--- config.mk ---
export PLATFORM = sky130hd
export DESIGN_NAME = decode_issue_ctrl
export DESIGN_NICKNAME = d
export VERILOG_FILES = /design/src/rtl/decode_issue_ctrl.sv
export SDC_FILE = /design/constraint.sdc
export NUM_CORES = 1
export LEC_CHECK = 0
export CAP_MARGIN = 20
export CORE_AREA = 2 2 152 154
export DETAILED_ROUTE_END_ITERATION = 10
export DIE_AREA = 0 0 154 156
export PLACE_DENSITY = 0.88
export SETUP_SLACK_MARGIN = 0.02
export SLEW_MARGIN = 20
export SYNTH_ARGS = -nofsm -noshare
export SYNTH_HDL_FRONTEND = slang
export SYNTH_SLANG_ARGS = --single-unit
--- constraint.sdc ---
create_clock -name clk -period 4.05 [get_ports clk]
set_clock_uncertainty 0.2 [all_clocks]
set_input_delay 0.81 -clock clk [delete_from_list [all_inputs] [get_ports clk]]
set_output_delay 0.81 -clock clk [all_outputs]
set_load 0.02 [all_outputs]
--- src/rtl/decode_issue_ctrl.sv ---
// decode_issue_ctrl: splits fetch bundles into ordered instructions, classifies
// and issues them, halting on the all-zero word. Option: DECODE_STALL_COUNT_EN.
module decode_issue_ctrl #(
   parameter int INSTRUCTION_LENGTH = 32,
   parameter int BUS_WIDTH          = 2 * INSTRUCTION_LENGTH,
   parameter int TYPE_WIDTH         = 3,
   parameter int PC_WIDTH           = 64,
   parameter int COUNT_WIDTH        = 32
) (
   input  logic                          clk,
   input  logic                          reset,
   input  logic                          in_valid,
   output logic                          in_ready,
   input  logic [BUS_WIDTH-1:0]          in_data,
   input  logic [PC_WIDTH-1:0]           in_pc,
   output logic                          out_valid,
   input  logic                          out_ready,
   output logic [INSTRUCTION_LENGTH-1:0] out_instruction,
   output logic [PC_WIDTH-1:0]           out_pc,
   output logic [TYPE_WIDTH-1:0]         out_type,
   output logic                          halt,
   output logic [COUNT_WIDTH-1:0]        issued_count
`ifdef DECODE_STALL_COUNT_EN
   ,
   output logic [COUNT_WIDTH-1:0]        stall_count
`endif
);

   localparam int IL = INSTRUCTION_LENGTH;

   localparam logic [TYPE_WIDTH-1:0] R_TYPE       = TYPE_WIDTH'(0);
   localparam logic [TYPE_WIDTH-1:0] I_TYPE       = TYPE_WIDTH'(1);
   localparam logic [TYPE_WIDTH-1:0] S_TYPE       = TYPE_WIDTH'(2);
   localparam logic [TYPE_WIDTH-1:0] SB_TYPE      = TYPE_WIDTH'(3);
   localparam logic [TYPE_WIDTH-1:0] U_TYPE       = TYPE_WIDTH'(4);
   localparam logic [TYPE_WIDTH-1:0] UJ_TYPE      = TYPE_WIDTH'(5);
   localparam logic [TYPE_WIDTH-1:0] ILLEGAL_TYPE = '1;

   typedef enum logic [1:0] {
      IDLE,
      LOW,
      HIGH,
      HALTED
   } state_t;

   state_t state_q, state_d;

   logic [IL-1:0]       hold_word_q;
   logic [PC_WIDTH-1:0] hold_pc_q;

   logic                accept;
   logic                fire;
   logic                load;
   logic                hold_en;
   logic                load_zero;
   logic                valid_d;
   logic [IL-1:0]       load_word;
   logic [PC_WIDTH-1:0] load_pc;

   function automatic logic [TYPE_WIDTH-1:0] classify(
      input logic [6:0] opcode
   );
      logic [TYPE_WIDTH-1:0] t;
      unique case (opcode)
         7'b0110011, 7'b0111011: t = R_TYPE;
         7'b0010011, 7'b0011011,
         7'b0000011, 7'b1100111,
         7'b1110011:             t = I_TYPE;
         7'b0100011:             t = S_TYPE;
         7'b1100011:             t = SB_TYPE;
         7'b0110111, 7'b0010111: t = U_TYPE;
         7'b1101111:             t = UJ_TYPE;
         default:                t = ILLEGAL_TYPE;
      endcase
      return t;
   endfunction

   assign in_ready = (state_q == IDLE)
                   | ((state_q == HIGH) & out_ready);
   assign accept   = in_valid & in_ready;
   assign fire     = out_valid & out_ready;

   always_comb begin
      state_d   = state_q;
      valid_d   = out_valid;
      load      = 1'b0;
      hold_en   = 1'b0;
      load_word = in_data[IL-1:0];
      load_pc   = in_pc;
      unique case (state_q)
         IDLE, HIGH: begin
            if (accept) begin
               load = 1'b1;
               if (!in_pc[2]) begin
                  hold_en = 1'b1;
                  state_d = LOW;
               end else begin
                  load_word = in_data[BUS_WIDTH-1:IL];
                  state_d   = HIGH;
               end
            end else if ((state_q == HIGH) && out_ready) begin
               valid_d = 1'b0;
               state_d = IDLE;
            end
         end
         LOW: begin
            if (out_ready) begin
               load      = 1'b1;
               load_word = hold_word_q;
               load_pc   = hold_pc_q;
               state_d   = HIGH;
            end
         end
         HALTED: begin
            valid_d = 1'b0;
         end
      endcase
      load_zero = load && (load_word == '0);
      // the end-of-program word is swallowed rather than issued
      if (load_zero) begin
         valid_d = 1'b0;
         state_d = HALTED;
      end else if (load) begin
         valid_d = 1'b1;
      end
   end

   always_ff @(posedge clk) begin
      if (reset) begin
         state_q         <= IDLE;
         out_valid       <= 1'b0;
         out_instruction <= '0;
         out_pc          <= '0;
         out_type        <= '0;
         hold_word_q     <= '0;
         hold_pc_q       <= '0;
         halt            <= 1'b0;
         issued_count    <= '0;
      end else begin
         state_q   <= state_d;
         out_valid <= valid_d;
         if (load && !load_zero) begin
            out_instruction <= load_word;
            out_pc          <= load_pc;
            out_type        <= classify(load_word[6:0]);
         end
         if (hold_en) begin
            hold_word_q <= in_data[BUS_WIDTH-1:IL];
            hold_pc_q   <= in_pc + PC_WIDTH'(4);
         end
         if (load_zero) begin
            halt <= 1'b1;
         end
         if (fire) begin
            issued_count <= issued_count + COUNT_WIDTH'(1);
         end
      end
   end

`ifdef DECODE_STALL_COUNT_EN
   always_ff @(posedge clk) begin
      if (reset) begin
         stall_count <= '0;
      end else if (out_valid && !out_ready) begin
         stall_count <= stall_count + COUNT_WIDTH'(1);
      end
   end
`endif

endmodule

==> run summary, run 1 <==
Count of flip-flops with a built-in enable after synthesis - 0
Total global routing overflow - 0
Hold Buf Count CTS - 0
Routed Antenna Nets - 0
Final slew viol count - 0
CTS max path bufs - 3
Max Cap Violations - 0
Reg clk slew, reported paths - 60 ps
Status - complete, no violations
Post-placement setup slack - -257 ps
Bufs and invs on worst path - 3
Remaining DRCs - 0
Clock sinks - 231
VDD IR-drop max - 0.000289 V
Startpoint Class - input pin
Die Area - 24000 um^2
HP Class - flip-flop to flip-flop
Final WL - 35.8 mm
GRT Util Overall - 28.7%
Global-route wire length before repair - 56.4 mm
Kind of end point of the critical path - flip-flop
Layout net count - 1737
Root buffer cell - clkbuf_16
Rel. slew slack - 36.5%
Horiz. Die Dim - 154 um
Met3 Resource Use GR - 5.33%
H-tree lvl count - 1
Leak pwr - 5.50 nW
Post-synth cell types - 57
Ys async rst share - 0%
Worst path top cell family by delay - buffers and inverters
PnR worst setup slack - 193 ps
P per Cell Area - 416 nW/um^2
Layout cell share with drive strength beyond 1 - 12.9%
Endpoints failing setup - 0
Die Ht - 156 um
Initial antenna violation count - 1
Top FF cell, synth - dfxtp_1
Crit Reg-Reg Startpoint - state_q[0]
Vias after detailed routing - 11455
Drt wl/cell - 18.8 um
Clk Latency, worst-skew pair - 520 ps
Min-delay src - hold_pc_q[13]
Post-Syn Instances - 1339
Data required, critical path - 4250 ps
CP dominant cell by count - buf_4
RSZ-0062 raised after global routing - no
Initial Util - 49.6%
Avg Cell Area, Syn - 8.28 um^2
Critical-path cell list - clkdlybuf4s50_1 > nor2b_2 > buf_4 > mux2_2 > a211oi_1 > nand4_1 > nor3_1 > nand4b_1 > buf_4 > a21oi_1 > a311oi_2
Commonest non-fill, non-tap cell in the layout - nand2_1
Warnings, synthesis - 0
RePlAce Congestion - 0.947
Fmax - 0.259 GHz
Max incr delay on CP - 530 ps
Sequential area share after synthesis - 41.7%
Mapped Area - 11100 um^2
Crit path arrival time - 4060 ps
TritonCTS clock tree - done
Commonest cells after routing, fill and taps aside - nand2_1, clkdlybuf4s50_1, dfxtp_1
1st-iter DRT viols - 1092
Post-synth net total - 1473
Row Count - 55
P&R area growth vs syn - 37.6%
CTS buffer count - 25
Core region area - 22400 um^2
Via-to-Cell Ratio - 6.00
Critical Path Fanout Max - 39
Critical-path top delay cell - clkdlybuf4s50_1
Least-Margin Pin Slew - 952 ps
Synthesized flop and latch total - 231
I/O Pins - 266
I/O Buffers - 265
Drt pass-1 iters - 7
Largest net degree at the start of global routing - 129
Vias in the first global route - 11025
Final core occ - 68.2%
Final hold vios - 0
Setup bufs post-CTS - 0
Crit. Startpoint - out_ready
Min Tclk post-route - 3860 ps
Met2 usage - 48.2%
Crit path kind - input pin to flip-flop
M1 GR Usage - 36.5%
Detailed Place HPWL - 24.1 mm
GRT busiest layer - met2
Period utilization - 95.2%
==> routing by layer <==
| layer | up-vias | wire length [um] |
|---|---|---|
| li1 | 5341 | - |
| met1 | 5380 | 14200 |
| met2 | 630 | 16900 |
| met3 | 104 | 3330 |
| met4 | 0 | 1370 |
| met5 | - | 0 |
==> report_power, final <==
| group | switching [W] | total, W | internal, W |
|---|---|---|---|
| combinational | 0.000745 | 0.00138 | 0.000636 |
| clock | 0.000944 | 0.00242 | 0.00147 |
| sequential | 0.000108 | 0.00255 | 0.00245 |
==> synth_stat cells (7+ instances only) <==
master	instances	area [um^2]
a311oi_1	16	140
clkbuf_1	86	323
nor3_1	16	80.1
a221oi_1	8	70.1
a211oi_1	44	330
a222oi_1	10	100
nor2_1	80	300
and4_1	9	78.8
nand2b_1	10	62.6
nand3b_1	11	82.6
nand3_1	35	175
inv_1	19	71.3
or4_1	7	52.6
xnor2_1	17	149
o21ai_1	7	35.0
a21oi_1	167	836
a311oi_2	59	886
or3_1	15	93.8
dfxtp_1	231	4620
xor2_1	34	298
mux2i_1	10	100
nand4_1	15	93.8
and3_1	12	75.1
buf_2	10	50.1
buf_6	10	113
nand2_1	303	1140
o21ai_0	23	115
o211ai_1	12	90.1
==> registers in the layout (all words and copies together), names as in the netlist <==
| register | cells |
|---|---|
| hold_pc_q | 64 |
| out_pc | 64 |
| hold_word_q | 32 |
| issued_count | 32 |
| out_instruction | 32 |
| out_type | 3 |
| state_q | 2 |
| halt | 1 |
| out_valid | 1 |
==> cell type report <==
| cell class | instances | area (um^2) |
|---|---|---|
| Inverter | 19 | 71.3 |
| Sequential cell | 231 | 4620 |
| Fill cell | 1701 | 7120 |
| Antenna cell | 1 | 2.50 |
| Clock inverter | 10 | 135 |
| Tap cell | 285 | 357 |
| Clock buffer | 36 | 747 |
| Timing Repair Buffer | 351 | 3410 |
| Multi-Input combinational cell | 975 | 5900 |
==> worst min-delay path, stage by stage (launching register included) <==
cell and delay (ps):
dfxtp_1 310, nand2_1 50, a21oi_1 50
==> metrics by stage <==
step / power [W] / setup TNS, ps / cell area, um^2 / instances / hold WS [ps]
after global routing: 0.00656 / 0 / 15200 / 1908 / 266
after global placement: 0.00392 / -13480 / 14400 / 1861 / 238
after floorplan: 0.00330 / 0 / 11100 / 1339 / 232
final: 0.00635 / 0 / 15200 / 1908 / 256
after detailed placement: 0.00395 / -15550 / 14400 / 1861 / 246
after CTS: 0.00635 / 0 / 15200 / 1907 / 256
==> logic make-up (layout without fill, tap and decap cells) <==
group | count (synthesis) | after routing | synth area share, %
other | 0 | 1 | 0
DFF | 231 | 231 | 41.7
adders and majority gates | 2 | 2 | 0.226
xor gates and xnor gates | 51 | 51 | 4.03
AOI/OAI and AO/OA | 374 | 374 | 25.7
buffers and inverters | 133 | 416 | 5.36
and+or+nand+nor | 535 | 535 | 21.7
muxes | 13 | 13 | 1.21
==> timing repair <==
item	CTS	global route
resized for setup	0	1
endpoints found under the hold margin	0	0
setup endpoints to repair	0	8
==> path summary, 6_finish.rpt <==
kind	slack, ps	endpoint	cells past startpoint
setup / recovery	190	out_pc[9]	11
hold / removal	260	hold_pc_q[13]	2
setup reg to reg	410	out_pc[9]	11
hold reg to reg	260	hold_pc_q[13]	2
Power figures use the tool's default switching activity.
==> inputs of run 2 (changes only) <==
- clock period: 4.05 -> 4.1 ns (I/O delays scaled with it)
==> run summary, run 2 (synthesis gave the netlist of run 1 again) <==
1st-iter DRT viols - 1117 (was 1092)
Data required, critical path - 4300 ps (was 4250 ps)
Switch share - 28.4% (was 28.3%)
Layout net count - 1736 (was 1737)
Startpoint Class - input pin (unchanged)
CTS max path bufs - 3 (unchanged)
Final WL - 35.6 mm (was 35.8 mm)
VDD IR-drop max - 0.000272 V (was 0.000289 V)
Die Area - 24000 um^2 (unchanged)
Endpoints failing setup - 0 (unchanged)
Die Ht - 156 um (unchanged)
Fin cells - 1898 (was 1908)
Row Count - 55 (unchanged)
Seq pwr share - 42.3% (was 40.2%)
Routed Antenna Nets - 0 (unchanged)
Period utilization - 97.2%
Drt wl/cell - 18.8 um (about the same)
Number of fill cells - 1688 (was 1701)
Largest registers - hold_pc_q x64, out_pc x64 (unchanged)
Core region area - 22400 um^2 (unchanged)
I/O Pins - 266 (unchanged)
PostCTS Resize Cnt - 0 (unchanged)
Layout cell share with drive strength beyond 1 - 12.2% (was 12.9%)
Critical Path Fanout Max - 28 (was 39)
Post-placement setup slack - -297 ps (was -257 ps)
P&R area growth vs syn - 36.1% (was 37.6%)
Commonest non-fill, non-tap cell in the layout - nand2_1 (unchanged)
CTS buffer count - 25 (unchanged)
Clock power share - 35.1% (was 38.1%)
Worst r2r path cells - 10 (was 11)
Final slew viol count - 0 (unchanged)
Multi-input gate area - 5890 um^2 (was 5900 um^2)
RePlAce Congestion - 0.943 (was 0.947)
Commonest cells after routing, fill and taps aside - nand2_1, clkdlybuf4s50_1, dfxtp_1 (unchanged)
Min Tclk post-route - 3990 ps
HP Class - flip-flop to flip-flop (unchanged)
Clock sinks - 231 (unchanged)
TritonCTS clock tree - done (unchanged)
GRT Util Overall - 28.6% (was 28.7%)
Total global routing overflow - 0 (unchanged)
Comb pwr share - 22.6% (was 21.7%)
Vias after detailed routing - 11427 (was 11455)
Setup bufs post-CTS - 0 (unchanged)
Detailed Place HPWL - 23.7 mm (was 24.1 mm)
Status - complete, no violations (unchanged)
Remaining DRCs - 0 (unchanged)
H-tree lvl count - 1 (unchanged)
Sequential cell area - 4620 um^2 (unchanged)
Least-Margin Pin Slew - 1080 ps (was 952 ps)
Kind of end point of the critical path - flip-flop (unchanged)
Reg clk slew, reported paths - 60 ps (about the same)
PnR worst setup slack - 115 ps (was 193 ps)
Vias in the first global route - 10981 (was 11025)
P per Cell Area - 396 nW/um^2 (was 416 nW/um^2)
Drt pass-1 iters - 6 (was 7)
Final hold vios - 0 (unchanged)
Clk Latency, worst-skew pair - 510 ps (was 520 ps)
Max Cap Violations - 0 (unchanged)
Largest net degree at the start of global routing - 150 (was 129)
Global-route wire length before repair - 56.5 mm (was 56.4 mm)
Initial Util - 49.6% (unchanged)
I/O Buffers - 265 (unchanged)
Rel. slew slack - 28.0% (was 36.5%)
ANT cells - 0 (was 1)
Reg-to-reg endpoint - out_pc[53] (was out_pc[9])
Dpl cells - 1860 (was 1861)
Horiz. Die Dim - 154 um (unchanged)
Crit path arrival time - 4190 ps (was 4060 ps)
Leak pwr - 5.42 nW (was 5.50 nW)
Initial antenna violation count - 1 (unchanged)
R2R Setup Slk - 330 ps (was 410 ps)
Crit Reg-Reg Startpoint - state_q[0] (unchanged)
RSZ-0062 raised after global routing - no (unchanged)
Root buffer cell - clkbuf_16 (unchanged)
Fmax - 0.251 GHz
Crit. Startpoint - out_ready (unchanged)
Crit path kind - input pin to flip-flop (unchanged)
Hold Buf Count CTS - 0 (unchanged)
Internal power - 0.00428 W (was 0.00455 W)
P_sw - 0.00170 W (was 0.00180 W)
Via-to-Cell Ratio - 6.02 (was 6.00)
End point of the critical path - out_pc[53] (was out_pc[9])
## run 2: cell count changes in the layout (fill, tap and decap cells not counted)
cell and change:
clkbuf_1 +4, clkbuf_8 -4, clkinv_2 -3, bufinv_16 -2, inv_6 -2, a221oi_1 +1, a221oi_2 -1, buf_12 -1
clkinvlp_4 -1, diode_2 -1
## run 2: power by group through the flow
stage               clock network (W)  registers (W)  logic, W
floorplan                           0        0.00268  0.000579
global placement                    0        0.00257   0.00130
detailed placement                  0        0.00257   0.00133
CTS                           0.00213        0.00252   0.00134
global route                  0.00222        0.00254   0.00144
finish                        0.00210        0.00253   0.00135
## run 2: critical path: stages
cell	delay, ps
clkdlybuf4s50_1	570
nand2b_1	190
buf_4	130
a31oi_1	100
buf_4	180
a221oi_1	540
nand3_1	140
or4_1	550
and4b_1	380
nor2_4	120
buf_12	190
a311oi_2	230
## run 2: worst min path at each step
stage | start | to | depth (start not counted)
2_1_floorplan | hold_pc_q[29] | hold_pc_q[29] | 2
3_3_place_gp | hold_pc_q[29] | hold_pc_q[29] | 2
3_5_place_dp | hold_pc_q[23] | hold_pc_q[23] | 2
4_1_cts | hold_pc_q[23] | hold_pc_q[23] | 2
5_1_grt | hold_pc_q[23] | hold_pc_q[23] | 2
6_report | hold_pc_q[17] | hold_pc_q[17] | 2
## run 2: area by class of cell
cell class / count / area share [%]
multi-input cells: 975 / 39.1
flip-flops and latches: 231 / 30.7
repair buffers: 350 / 22.5
clock buffers: 36 / 4.69
inverters: 19 / 0.473
clock inverters: 2 / 0.232
well taps: 285 / 2.36
## run 2: through the flow
step,TNS [ps],area (um^2),hold slack [ps],utilization [%],power [W]
2_1_floorplan,0,11100,232,-,0.00326
3_3_place_gp,-12980,14300,239,64.1,0.00386
3_5_place_dp,-23520,14300,244,64.1,0.00390
6_report,0,15100,252,67.4,0.00597
5_1_grt,0,15100,271,67.4,0.00620
4_1_cts,0,15100,252,67.4,0.00599
## run 2: routing by layer
layer,part of all wire (%),vias to the layer above,track usage [%]
li1,-,5316,-
met1,39,5385,36.7
met2,47,610,47.9
met3,9.8,114,4.81
met4,3.8,2,11.4
met5,0.037,-,0
==> inputs of run 3 (changes only) <==
- CAP_MARGIN: 20 -> unset
- CTS_CLUSTER_SIZE: unset -> 12
==> run summary, run 3 (synthesis gave the netlist of run 1 again) <==
Status - complete, no violations (unchanged)
Leak pwr - 5.42 nW (about the same)
I/O Pins - 266 (unchanged)
CP dominant cell by count - buf_4 (unchanged)
Min Tclk post-route - 3970 ps (was 3990 ps)
Die Area - 24000 um^2 (unchanged)
I/O Buffers - 265 (unchanged)
Critical-path top delay cell - or4_1 (was clkdlybuf4s50_1)
Layout cell share with drive strength beyond 1 - 12.4% (was 12.2%)
Endpoints failing setup - 0 (unchanged)
Crit path arrival time - 4190 ps (about the same)
Final core occ - 67.4% (about the same)
Root buffer cell - clkbuf_16 (unchanged)
Reg clk slew, reported paths - 60 ps (about the same)
Period utilization - 96.9% (was 97.2%)
H-tree lvl count - 1 (unchanged)
Final slew viol count - 0 (unchanged)
RePlAce Congestion - 0.943 (unchanged)
Met3 Resource Use GR - 4.72% (was 4.81%)
Dpl cells - 1860 (unchanged)
Initial Util - 49.6% (unchanged)
CTS buffer count - 25 (unchanged)
1st-iter DRT viols - 1058 (was 1117)
Met2 usage - 48.3% (was 47.9%)
VDD IR-drop max - 0.000241 V (was 0.000272 V)
Fin cells - 1901 (was 1898)
Least-Margin Pin Slew - 1070 ps (was 1080 ps)
TritonCTS clock tree - done (unchanged)
Clk Latency, worst-skew pair - 520 ps (was 510 ps)
Vias after detailed routing - 11420 (was 11427)
Drt wl/cell - 18.8 um (about the same)
HP Class - flip-flop to flip-flop (unchanged)
Final WL - 35.7 mm (was 35.6 mm)
Drt pass-1 iters - 6 (unchanged)
P&R area growth vs syn - 36.1% (about the same)
Die Ht - 156 um (unchanged)
WHS - 251 ps (was 252 ps)
Row Count - 55 (unchanged)
Total global routing overflow - 0 (unchanged)
Commonest cells after routing, fill and taps aside - nand2_1, clkdlybuf4s50_1, dfxtp_1 (unchanged)
RSZ-0062 raised after global routing - no (unchanged)
M1 GR Usage - 37.0% (was 36.7%)
Max Cap Violations - 0 (unchanged)
Startpoint Class - input pin (unchanged)
Routed Antenna Nets - 0 (unchanged)
Worst path top cell family by delay - simple AND/OR/NAND/NOR gates (unchanged)
Detailed Place HPWL - 23.7 mm (unchanged)
Max incr delay on CP - 590 ps (was 570 ps)
CTS max path bufs - 3 (unchanged)
Initial antenna violation count - 2 (was 1)
GRT busiest layer - met2 (unchanged)
Data required, critical path - 4320 ps (was 4300 ps)
Layout net count - 1736 (unchanged)
Largest net degree at the start of global routing - 150 (unchanged)
Clock sinks - 231 (unchanged)
GRT Util Overall - 28.7% (was 28.6%)
Remaining DRCs - 0 (unchanged)
Final hold vios - 0 (unchanged)
Horiz. Die Dim - 154 um (unchanged)
Kind of end point of the critical path - flip-flop (unchanged)
P per Cell Area - 395 nW/um^2 (was 396 nW/um^2)
Critical-path cell list - clkdlybuf4s50_1 > nand2b_1 > buf_4 > a31oi_1 > buf_4 > a221oi_1 > nand4_1 > or4_1 > and4b_1 > nor2_4 > buf_12 > a211oi_1 (was clkdlybuf4s50_1 > nand2b_1 > buf_4 > a31oi_1 > buf_4 > a221oi_1 > nand3_1 > or4_1 > and4b_1 > nor2_4 > buf_12 > a311oi_2)
Commonest non-fill, non-tap cell in the layout - nand2_1 (unchanged)
Bufs and invs on worst path - 4 (unchanged)
Critical Path Fanout Max - 23 (was 28)
Largest registers - hold_pc_q x64, out_pc x64 (unchanged)
Fmax - 0.252 GHz (was 0.251 GHz)
Rel. slew slack - 28.8% (was 28.0%)
Core region area - 22400 um^2 (unchanged)
Vias in the first global route - 10978 (was 10981)
Via-to-Cell Ratio - 6.01 (was 6.02)
Global-route wire length before repair - 56.7 mm (was 56.5 mm)
Crit path kind - input pin to flip-flop (unchanged)
-- run 3: changes by cell type in the layout (fill, tap and decap cells not counted) --
cell,change
diode_2,+1
bufinv_16,-1
clkbuf_1,-1
clkinv_2,+3
inv_6,+1
a221oi_1,-1
a221oi_2,+1
-- run 3: power by group --
part,switching [W],total (W),internal [W]
clock network,0.000890,0.00207,0.00118
registers,0.000110,0.00253,0.00242
logic,0.000728,0.00135,0.000624
-- run 3: final cells by class --
class | instances | area [um^2]
antenna | 1 | 2.50
clock buffer | 35 | 703
clock inverter | 5 | 28.8
fill | 1696 | 7290
inverter | 19 | 71.3
multi-input combinational | 975 | 5900
sequential | 231 | 4620
tap | 285 | 357
timing repair buffer | 350 | 3390
-- run 3: per-layer routing --
layer | up-vias | routed length (um) | share of wire, %
li1 | 5320 | - | -
met1 | 5338 | 14000 | 39
met2 | 641 | 16800 | 47
met3 | 119 | 3490 | 9.8
met4 | 2 | 1340 | 3.8
met5 | - | 13 | 0.036
-- run 3: final timing paths --
kind / from / end / slack, ps / cells after the start
setup / recovery: out_ready / out_instruction[12] / 130 / 12
hold / removal: hold_pc_q[23] / hold_pc_q[23] / 250 / 2
setup reg to reg: state_q[0] / out_instruction[12] / 350 / 10
hold reg to reg: hold_pc_q[23] / hold_pc_q[23] / 250 / 2
-- run 3: tightest hold or removal path, cell delays in order (launching register included) --
cell and delay (ps):
dfxtp_1 310, nand2_1 50, a21oi_1 50
-- run 3: what timing repair did --
item	4_1_cts	5_1_grt
setup buffers	0	0
hold buffers	0	0
setup endpoints to repair	0	2
gates resized for setup	0	1
endpoints found under the hold margin	0	0
-- run 3: per-stage QoR --
step | total power, W | TNS [ps] | instance area [um^2] | worst slack (ps)
6_report | 0.00595 | 0 | 15100 | 127
5_1_grt | 0.00616 | 0 | 15100 | 3.41
4_1_cts | 0.00596 | 0 | 15100 | 184
3_5_place_dp | 0.00390 | -23520 | 14300 | -297
3_3_place_gp | 0.00386 | -12980 | 14300 | -174
2_1_floorplan | 0.00326 | 0 | 11100 | 540
